## src/rtl/fifo_pkg.sv

```systemverilog
// rtl/fifo_pkg.sv - shared constants and helpers for the FIFO2 pointer control path
//
// Holds the default pointer width, the depth and level-width it implies,
// and a helper that derives the depth for any pointer width.
package fifo_pkg;

    localparam int FIFO_ADDR_W = 2;
    localparam int FIFO_DEPTH  = 1 << FIFO_ADDR_W;
    localparam int FIFO_LVL_W  = FIFO_ADDR_W + 1;

    function automatic int depth_of(input int addr_w);
        return 1 << addr_w;
    endfunction

endpackage : fifo_pkg

```

## src/rtl/ptr_counter.sv

```systemverilog
// rtl/ptr_counter.sv - ripple half-adder enable counter with carry-out
//
// Ports:
//   clock  - rising-edge clock
//   clear  - asynchronous active-low reset, returns q to 0
//   en     - count enable, advances q by one on the clock edge
//   q      - current count (ADDR_W bits)
//   carry  - combinational carry-out, high when en is set and q is all ones
module ptr_counter
    import fifo_pkg::*;
#(
    parameter int ADDR_W = FIFO_ADDR_W
) (
    input  logic              clock,
    input  logic              clear,
    input  logic              en,
    output logic [ADDR_W-1:0] q,
    output logic              carry
);

    logic [ADDR_W-1:0] q_q;
    logic [ADDR_W-1:0] q_d;
    logic [ADDR_W:0]   c;

    // Chain of half adders: the enable is the carry into bit 0.
    always_comb begin
        c    = '0;
        q_d  = q_q;
        c[0] = en;
        for (int i = 0; i < ADDR_W; i++) begin
            q_d[i]   = q_q[i] ^ c[i];
            c[i + 1] = q_q[i] & c[i];
        end
    end

    always_ff @(posedge clock or negedge clear) begin
        if (!clear) begin
            q_q <= '0;
        end else begin
            q_q <= q_d;
        end
    end

    assign q     = q_q;
    assign carry = c[ADDR_W];

endmodule : ptr_counter

```

## src/rtl/fifo_ptr_ctrl.sv

```systemverilog
// rtl/fifo_ptr_ctrl.sv - FIFO2 pointer, level, status flag and error control
//
// Ports:
//   clock, clear      - clock and asynchronous active-low reset
//   wr_req, rd_req    - write / read requests for this cycle
//   mem_we            - memory write strobe (write accepted this cycle)
//   waddr, raddr      - current write / read pointers
//   rd_ack            - read accepted this cycle
//   empty, full       - registered occupancy status
//   almost_full       - registered, level >= AF_LEVEL
//   level             - registered occupancy 0..DEPTH
//   ovf, udf          - sticky overflow / underflow errors
module fifo_ptr_ctrl
    import fifo_pkg::*;
#(
    parameter int ADDR_W   = FIFO_ADDR_W,
    parameter int AF_LEVEL = 3
) (
    input  logic              clock,
    input  logic              clear,
    input  logic              wr_req,
    input  logic              rd_req,
    output logic              mem_we,
    output logic [ADDR_W-1:0] waddr,
    output logic [ADDR_W-1:0] raddr,
    output logic              rd_ack,
    output logic              empty,
    output logic              full,
    output logic              almost_full,
    output logic [ADDR_W:0]   level,
    output logic              ovf,
    output logic              udf
);

    localparam int LVL_W = ADDR_W + 1;
    localparam int DEPTH = depth_of(ADDR_W);
    localparam logic [LVL_W-1:0] DEPTH_L = LVL_W'(DEPTH);
    localparam logic [LVL_W-1:0] AF_L    = LVL_W'(AF_LEVEL);

    logic             wa;
    logic             ra;
    logic             w_carry;
    logic             r_carry;

    logic             wrap_w_q, wrap_w_d;
    logic             wrap_r_q, wrap_r_d;
    logic [LVL_W-1:0] level_q,  level_d;
    logic             empty_q,  empty_d;
    logic             full_q,   full_d;
    logic             af_q,     af_d;
    logic             ovf_q,    ovf_d;
    logic             udf_q,    udf_d;

    // Accept decisions use only the registered flags, so a full FIFO never
    // passes a write through and an empty FIFO never bypasses a read.
    assign wa = wr_req & ~full_q;
    assign ra = rd_req & ~empty_q;

    ptr_counter #(.ADDR_W(ADDR_W)) u_wptr (
        .clock (clock),
        .clear (clear),
        .en    (wa),
        .q     (waddr),
        .carry (w_carry)
    );

    ptr_counter #(.ADDR_W(ADDR_W)) u_rptr (
        .clock (clock),
        .clear (clear),
        .en    (ra),
        .q     (raddr),
        .carry (r_carry)
    );

    always_comb begin
        wrap_w_d = wrap_w_q ^ w_carry;
        wrap_r_d = wrap_r_q ^ r_carry;

        // Accept rules keep level inside 0..DEPTH, so no saturation here.
        level_d = level_q;
        case ({wa, ra})
            2'b10:   level_d = level_q + LVL_W'(1);
            2'b01:   level_d = level_q - LVL_W'(1);
            default: level_d = level_q;
        endcase

        empty_d = (level_d == '0);
        full_d  = (level_d == DEPTH_L);
        af_d    = (level_d >= AF_L);

        ovf_d = ovf_q | (wr_req & full_q);
        udf_d = udf_q | (rd_req & empty_q);
    end

    always_ff @(posedge clock or negedge clear) begin
        if (!clear) begin
            wrap_w_q <= 1'b0;
            wrap_r_q <= 1'b0;
            level_q  <= '0;
            empty_q  <= 1'b1;
            full_q   <= 1'b0;
            af_q     <= 1'b0;
            ovf_q    <= 1'b0;
            udf_q    <= 1'b0;
        end else begin
            wrap_w_q <= wrap_w_d;
            wrap_r_q <= wrap_r_d;
            level_q  <= level_d;
            empty_q  <= empty_d;
            full_q   <= full_d;
            af_q     <= af_d;
            ovf_q    <= ovf_d;
            udf_q    <= udf_d;
        end
    end

    assign mem_we      = wa;
    assign rd_ack      = ra;
    assign empty       = empty_q;
    assign full        = full_q;
    assign almost_full = af_q;
    assign level       = level_q;
    assign ovf         = ovf_q;
    assign udf         = udf_q;

endmodule : fifo_ptr_ctrl

```

## config.mk

```make
export PLATFORM = sky130hd
export DESIGN_NAME = fifo_ptr_ctrl
export DESIGN_NICKNAME = d
export VERILOG_FILES = /design/src/rtl/fifo_pkg.sv /design/src/rtl/ptr_counter.sv /design/src/rtl/fifo_ptr_ctrl.sv
export SDC_FILE = /design/constraint.sdc
export NUM_CORES = 1
export LEC_CHECK = 0
export ABC_AREA = 1
export CORE_MARGIN = 10
export CORE_UTILIZATION = 38
export CTS_CLUSTER_SIZE = 20
export DETAILED_ROUTE_END_ITERATION = 16
export PLACE_DENSITY = 0.72
export SLEW_MARGIN = 25
export SYNTH_ARGS = -nofsm -noshare
export SYNTH_HDL_FRONTEND = slang
export SYNTH_SLANG_ARGS = --single-unit
```

## constraint.sdc

```tcl
create_clock -name clock -period 1.5 [get_ports clock]
set_input_delay 0.15 -clock clock [delete_from_list [all_inputs] [get_ports clock]]
set_output_delay 0.15 -clock clock [all_outputs]
set_load 0.05 [all_outputs]
```

Word-level counts from Yosys, hierarchy flattened
Index checks and enable logic that the tools add are counted.
- register bits: 12
- logic and storage cells: 30
- reduce and logical (&&, ||, !) cells: 1
- $add $sub $neg: 2
- $lt $le $gt $ge: 1
- bitwise operators: 14
- muxes and demuxes: 1
- eq/ne operators: 3
- operators by type and width (operator ; number):
    $and 1x1->1 ; 6
    $pmux 3 s2 ; 1
    $xor 1x1->1 ; 4
    $add 3x1->3 const B ; 1
    $eq 3x3->1 const B ; 1
    $ge 3x2->1 const B ; 1
    $logic_not 3->1 ; 1
    $sub 3x1->3 const B ; 1
    $eq 2x1->1 const B ; 1
    $eq 2x2->1 const B ; 1
    $not 1->1 ; 2
    $or 1x1->1 ; 2

Depth between registers and ports, before layout
Gate-level depths: netlist (run 1).
- depth in word-level cells: 5
- gate-level depth with buffers: 12
- gate-level depth less buffers: 12

Hierarchy
Synthesis (run 1) repeated with hierarchy kept, for this count alone.
- cells, all modules: 48
- area, all modules: 534.3 um2
- modules (own cells, without submodules) (module ; area each (um2) ; times used ; seq. area each (um2) ; cells an instance):
    fifo_ptr_ctrl ; 384.1 ; 1 ; 201.4 ; 40
    ptr_counter ; 75.1 ; 2 ; 50.0 ; 4

Worst setup path after synthesis (run 1)
OpenSTA, ideal clock, no wires.
- kind: register -> register
- start: register full_q (netlist: full)
- end: register full_q (netlist: full)
- required time: 1.377 ns
- clock period less this slack: 2.623 ns
- path slack: -1.123 ns
- cell stages (with the launch flop): 10
- data arrival time: 2.500 ns
- cell sequence: dfrtp_1 -> nor2_1 -> inv_1 -> ha_1 -> inv_1 -> fa_1 -> o21ai_2 -> inv_1 -> o21ai_2 -> a21oi_2
- longest elaborated chain between the ends: 5
- elaborated cells on any way between the ends: 6
- classes of those cells: 3 x eq/ne; 1 x mux; 2 x bitwise
- ends and longest elaborated chain (item ; line ; source):
    start, declared ; fifo_ptr_ctrl.sv:49 ; logic full_q, full_d;
    start signal, assigned ; fifo_ptr_ctrl.sv:110 ; full_q <= full_d;
    $not 1->1 * ; fifo_ptr_ctrl.sv:56 ; assign wa = wr_req & ~full_q;
    $and 1x1->1 * ; fifo_ptr_ctrl.sv:56 ;
    net mem_we ; fifo_ptr_ctrl.sv:23 ; output logic mem_we,
    $eq 2x1->1 or $eq 2x2->1 (tied branches) ; fifo_ptr_ctrl.sv:81 ; case ({wa, ra})
    $pmux 3 s2 * ; fifo_ptr_ctrl.sv:81 ;
    net level_d[1] ; fifo_ptr_ctrl.sv:47 ; logic [LVL_W-1:0] level_q, level_d;
    $eq 3x3->1 * ; fifo_ptr_ctrl.sv:88 ; full_d = (level_d == DEPTH_L);
    net full_d ; fifo_ptr_ctrl.sv:49 ;
The timed path passes the listed nets; every way through them passes the cells marked *.

Worst setup path after layout (run 1)
- start: register empty_q (netlist: empty)
- end: register full_q (netlist: full)
- longest elaborated chain between the ends: 5
- elaborated cells on any way between the ends: 6
- classes of those cells: 3 x eq/ne; 1 x mux; 2 x bitwise
- ends and longest elaborated chain (item ; line ; source):
    start, declared ; fifo_ptr_ctrl.sv:48 ; logic empty_q, empty_d;
    start signal, assigned ; fifo_ptr_ctrl.sv:109 ; empty_q <= empty_d;
    $not 1->1 * ; fifo_ptr_ctrl.sv:57 ; assign ra = rd_req & ~empty_q;
    $and 1x1->1 * ; fifo_ptr_ctrl.sv:57 ;
    $eq 2x1->1 or $eq 2x2->1 (tied branches) ; fifo_ptr_ctrl.sv:81 ;
    $pmux 3 s2 * ; fifo_ptr_ctrl.sv:81 ;
    net level_d[1] ; fifo_ptr_ctrl.sv:47 ;
    $eq 3x3->1 * ; fifo_ptr_ctrl.sv:88 ;
    net full_d ; fifo_ptr_ctrl.sv:49 ;
Marked as above.

==> results of run 1 <==
## path summary, 6_finish.rpt
kind                            cells past startpoint  startpoint          end  slack [ps]
worst min register to register                      1         ovf          ovf         470
worst min-delay path                                1       clear     level[1]         150
worst max-delay path                                8       empty         full        -230
max in group asynchronous                           2       clear  u_wptr.q[0]         950
worst max register to register                      8       empty         full        -230
min in group clock                                  2      wr_req          ovf         150
## Yosys cell counts
cell	count
a21o_1	2
a21oi_2	1
dfrtp_1	11
dfstp_2	1
fa_1	1
ha_1	3
inv_1	9
inv_2	1
nand2_1	5
nand2_2	1
nand3_1	2
nand4_1	1
nor2_1	3
nor2_2	3
o21ai_2	2
xor2_1	2
## final cells by class
class / count / area [sq um] / area share [%]
timing repair buffer: 26 / 241 / 27.6
clock buffer: 4 / 36.3 / 4.15
sequential: 12 / 303 / 34.6
tap: 15 / 18.8 / 2.15
inverter: 10 / 40.0 / 4.58
multi-input combinational: 26 / 235 / 26.9
## worst register-to-register path, stage by stage (launching register included)
cell	delay, ps
dfstp_2	560
nor2_4	40
ha_4	160
inv_4	60
fa_2	450
o21ai_4	190
inv_2	60
o21ai_4	60
a21oi_2	40
## cells by family (layout without fill, tap and decap cells)
logic type,after synthesis,after routing,synth area share (%)
flip-flops,12,12,57.2
adder cells (fa/ha/maj),4,4,10.9
AO/OA/AOI/OAI,5,5,7.84
XOR/XNOR,2,2,3.33
AND/OR/NAND/NOR,15,15,13.5
buffers and inverters,10,40,7.12
## through the flow
stage | worst slack, ps | cells | instance area [sq um] | hold slack [ps] | setup TNS [ps]
global route | -306 | 93 | 875 | 164 | -998
floorplan | -499 | 48 | 561 | -146 | -1990
global placement | -465 | 87 | 805 | 441 | -1990
detailed placement | -474 | 87 | 805 | 449 | -2020
CTS | -208 | 92 | 847 | 154 | -518
finish | -232 | 93 | 875 | 145 | -665
## timing repair
item | 4_1_cts | 5_1_grt
setup buffers | 1 | 1
pin swaps | 3 | 5
hold endpoints to repair | 0 | 0
setup endpoints to repair | 4 | 5
resized for setup | 2 | 6
## flip-flops by register name (all words and copies together) (netlist names)
register / flops
ovf: 1
level: 3
u_wptr.q: 2
u_rptr.q: 2
empty: 1
almost_full: 1
udf: 1
full: 1
## routing by layer
layer	vias up	part of all wire (%)	GRT usage (%)
met1	206	40	7.66
li1	208	-	-
met2	9	54	13.3
met4	0	0	3.02
met5	-	0	0
met3	0	5.7	2.65
==> flow_summary.json, run 1 <==
{
  "wl_mm": 1.13,
  "worstSetupStartpointType": "register",
  "drive_gt1_share_pct": 60.3,
  "timing.final.setup_violations": 5,
  "final_cell_mix": "20 x buf_4, 10 x dfrtp_1, 5 x inv_2",
  "grt_overflow_total": 0,
  "crit_type": "register to register",
  "cts.sink_count": 12,
  "place_hpwl_um": 949,
  "via_per_inst": 4.55,
  "clock-skew-final_ps": 1.67,
  "max_slew_margin_pct": 76.6,
  "ys_top_cells_by_area": "dfrtp_1 52%, ha_1 7.1%, inv_1 6.4%",
  "firstDrtPassIters": 2,
  "grt_max_degree": 9,
  "vias": 423,
  "grt_pass1_vias": 481,
  "tightest_slew_ps": 350,
  "layout_commonest_cell": "buf_4",
  "final_antenna_net_count": 0,
  "ys_seq_area_share_pct": 57.2,
  "crit_path_max_fanout": 3,
  "finalWeightedCongestion": 0.737,
  "syn_inst": 48,
  "cts.hold.buffers_added": 0,
  "rows": 13,
  "cts_tree": "yes",
  "cp.required_ps": 1660,
  "io_buffer_count": 17,
  "syn_to_final_growth_pct": 66.0,
  "antenna_found_initial": 0,
  "htree_levels": 1,
  "hp-class": "primary input to asynchronous set/reset pin",
  "syn_area_sq_um": 527,
  "post-route-period-util_pct": 115,
  "die-area_sq_mm": 0.00328,
  "core_area_sq_mm": 0.00130,
  "die_h_um": 57.2,
  "max_cap_violations": 0,
  "num-nets-final": 87,
  "cts-root-buf": "clkbuf_4",
  "die_w_um": 57.2,
  "drt-initial-drc-count": 2,
  "grt_usage_pct": 7.45,
  "crit_buf_inv": 2,
  "synth.distinct_cells": 16,
  "grt_setup_unrepaired": "yes",
  "synth_top_area_cell": "dfrtp_1",
  "ios": 18,
  "clk_pin_slew_ps": 80,
  "timing.final.hold_violations": 0,
  "start_util_pct": 40.5,
  "fillers": 105,
  "ys_ff_latch": 12,
  "clk_latency_ps": 270,
  "layout_setup_ws_ps": -232,
  "cp_slowest_cell": "dfstp_2",
  "avgSynthCellArea_sq_um": 11.0,
  "cp_cell_sequence": "nor2_4, ha_4, inv_4, fa_2, o21ai_4, inv_2, o21ai_4, a21oi_2",
  "synth_warnings": 0,
  "wire_per_inst_um": 12.2,
  "synth_nets": 56,
  "clock_path_buffers": 2,
  "maxSlewViolCount": 0,
  "synth.top_cell.area_share_pct": 52.3,
  "num_antenna_cells": 0,
  "critPathCaptureType": "register",
  "drc": 0,
  "cp_common_cell": "o21ai_4",
  "run_status": "complete, but fails checks",
  "cts_buffers": 3,
  "grt_pass1_wl_mm": 2.01,
  "max_stage_delay_ps": 560,
  "violations": "negative setup slack",
  "max_freq_ghz": 0.578,
  "postLayoutCoreUtil_pct": 67.2,
  "cp.arrival_ps": 1890,
  "critPathTopFamily": "adder cells",
  "period_needed_ps": 1730
}
Power of run 1 is not shown: default switching activity piles up to over one toggle a cycle in this logic, so the estimate is an artifact.
==> run 2, diff against run 1 <==
--- a/config.mk
+++ b/config.mk
@@ -8,10 +8,9 @@
 export ABC_AREA = 1
 export CORE_MARGIN = 10
 export CORE_UTILIZATION = 38
-export CTS_CLUSTER_SIZE = 20
+export CTS_CLUSTER_SIZE = 8
 export DETAILED_ROUTE_END_ITERATION = 16
 export PLACE_DENSITY = 0.72
-export SLEW_MARGIN = 25
 export SYNTH_ARGS = -nofsm -noshare
 export SYNTH_HDL_FRONTEND = slang
 export SYNTH_SLANG_ARGS = --single-unit
==> results of run 2 <==
Same layout as run 1: the final DEF is identical, and so are final timing and power.
Power of run 2 is left out for the same reason.
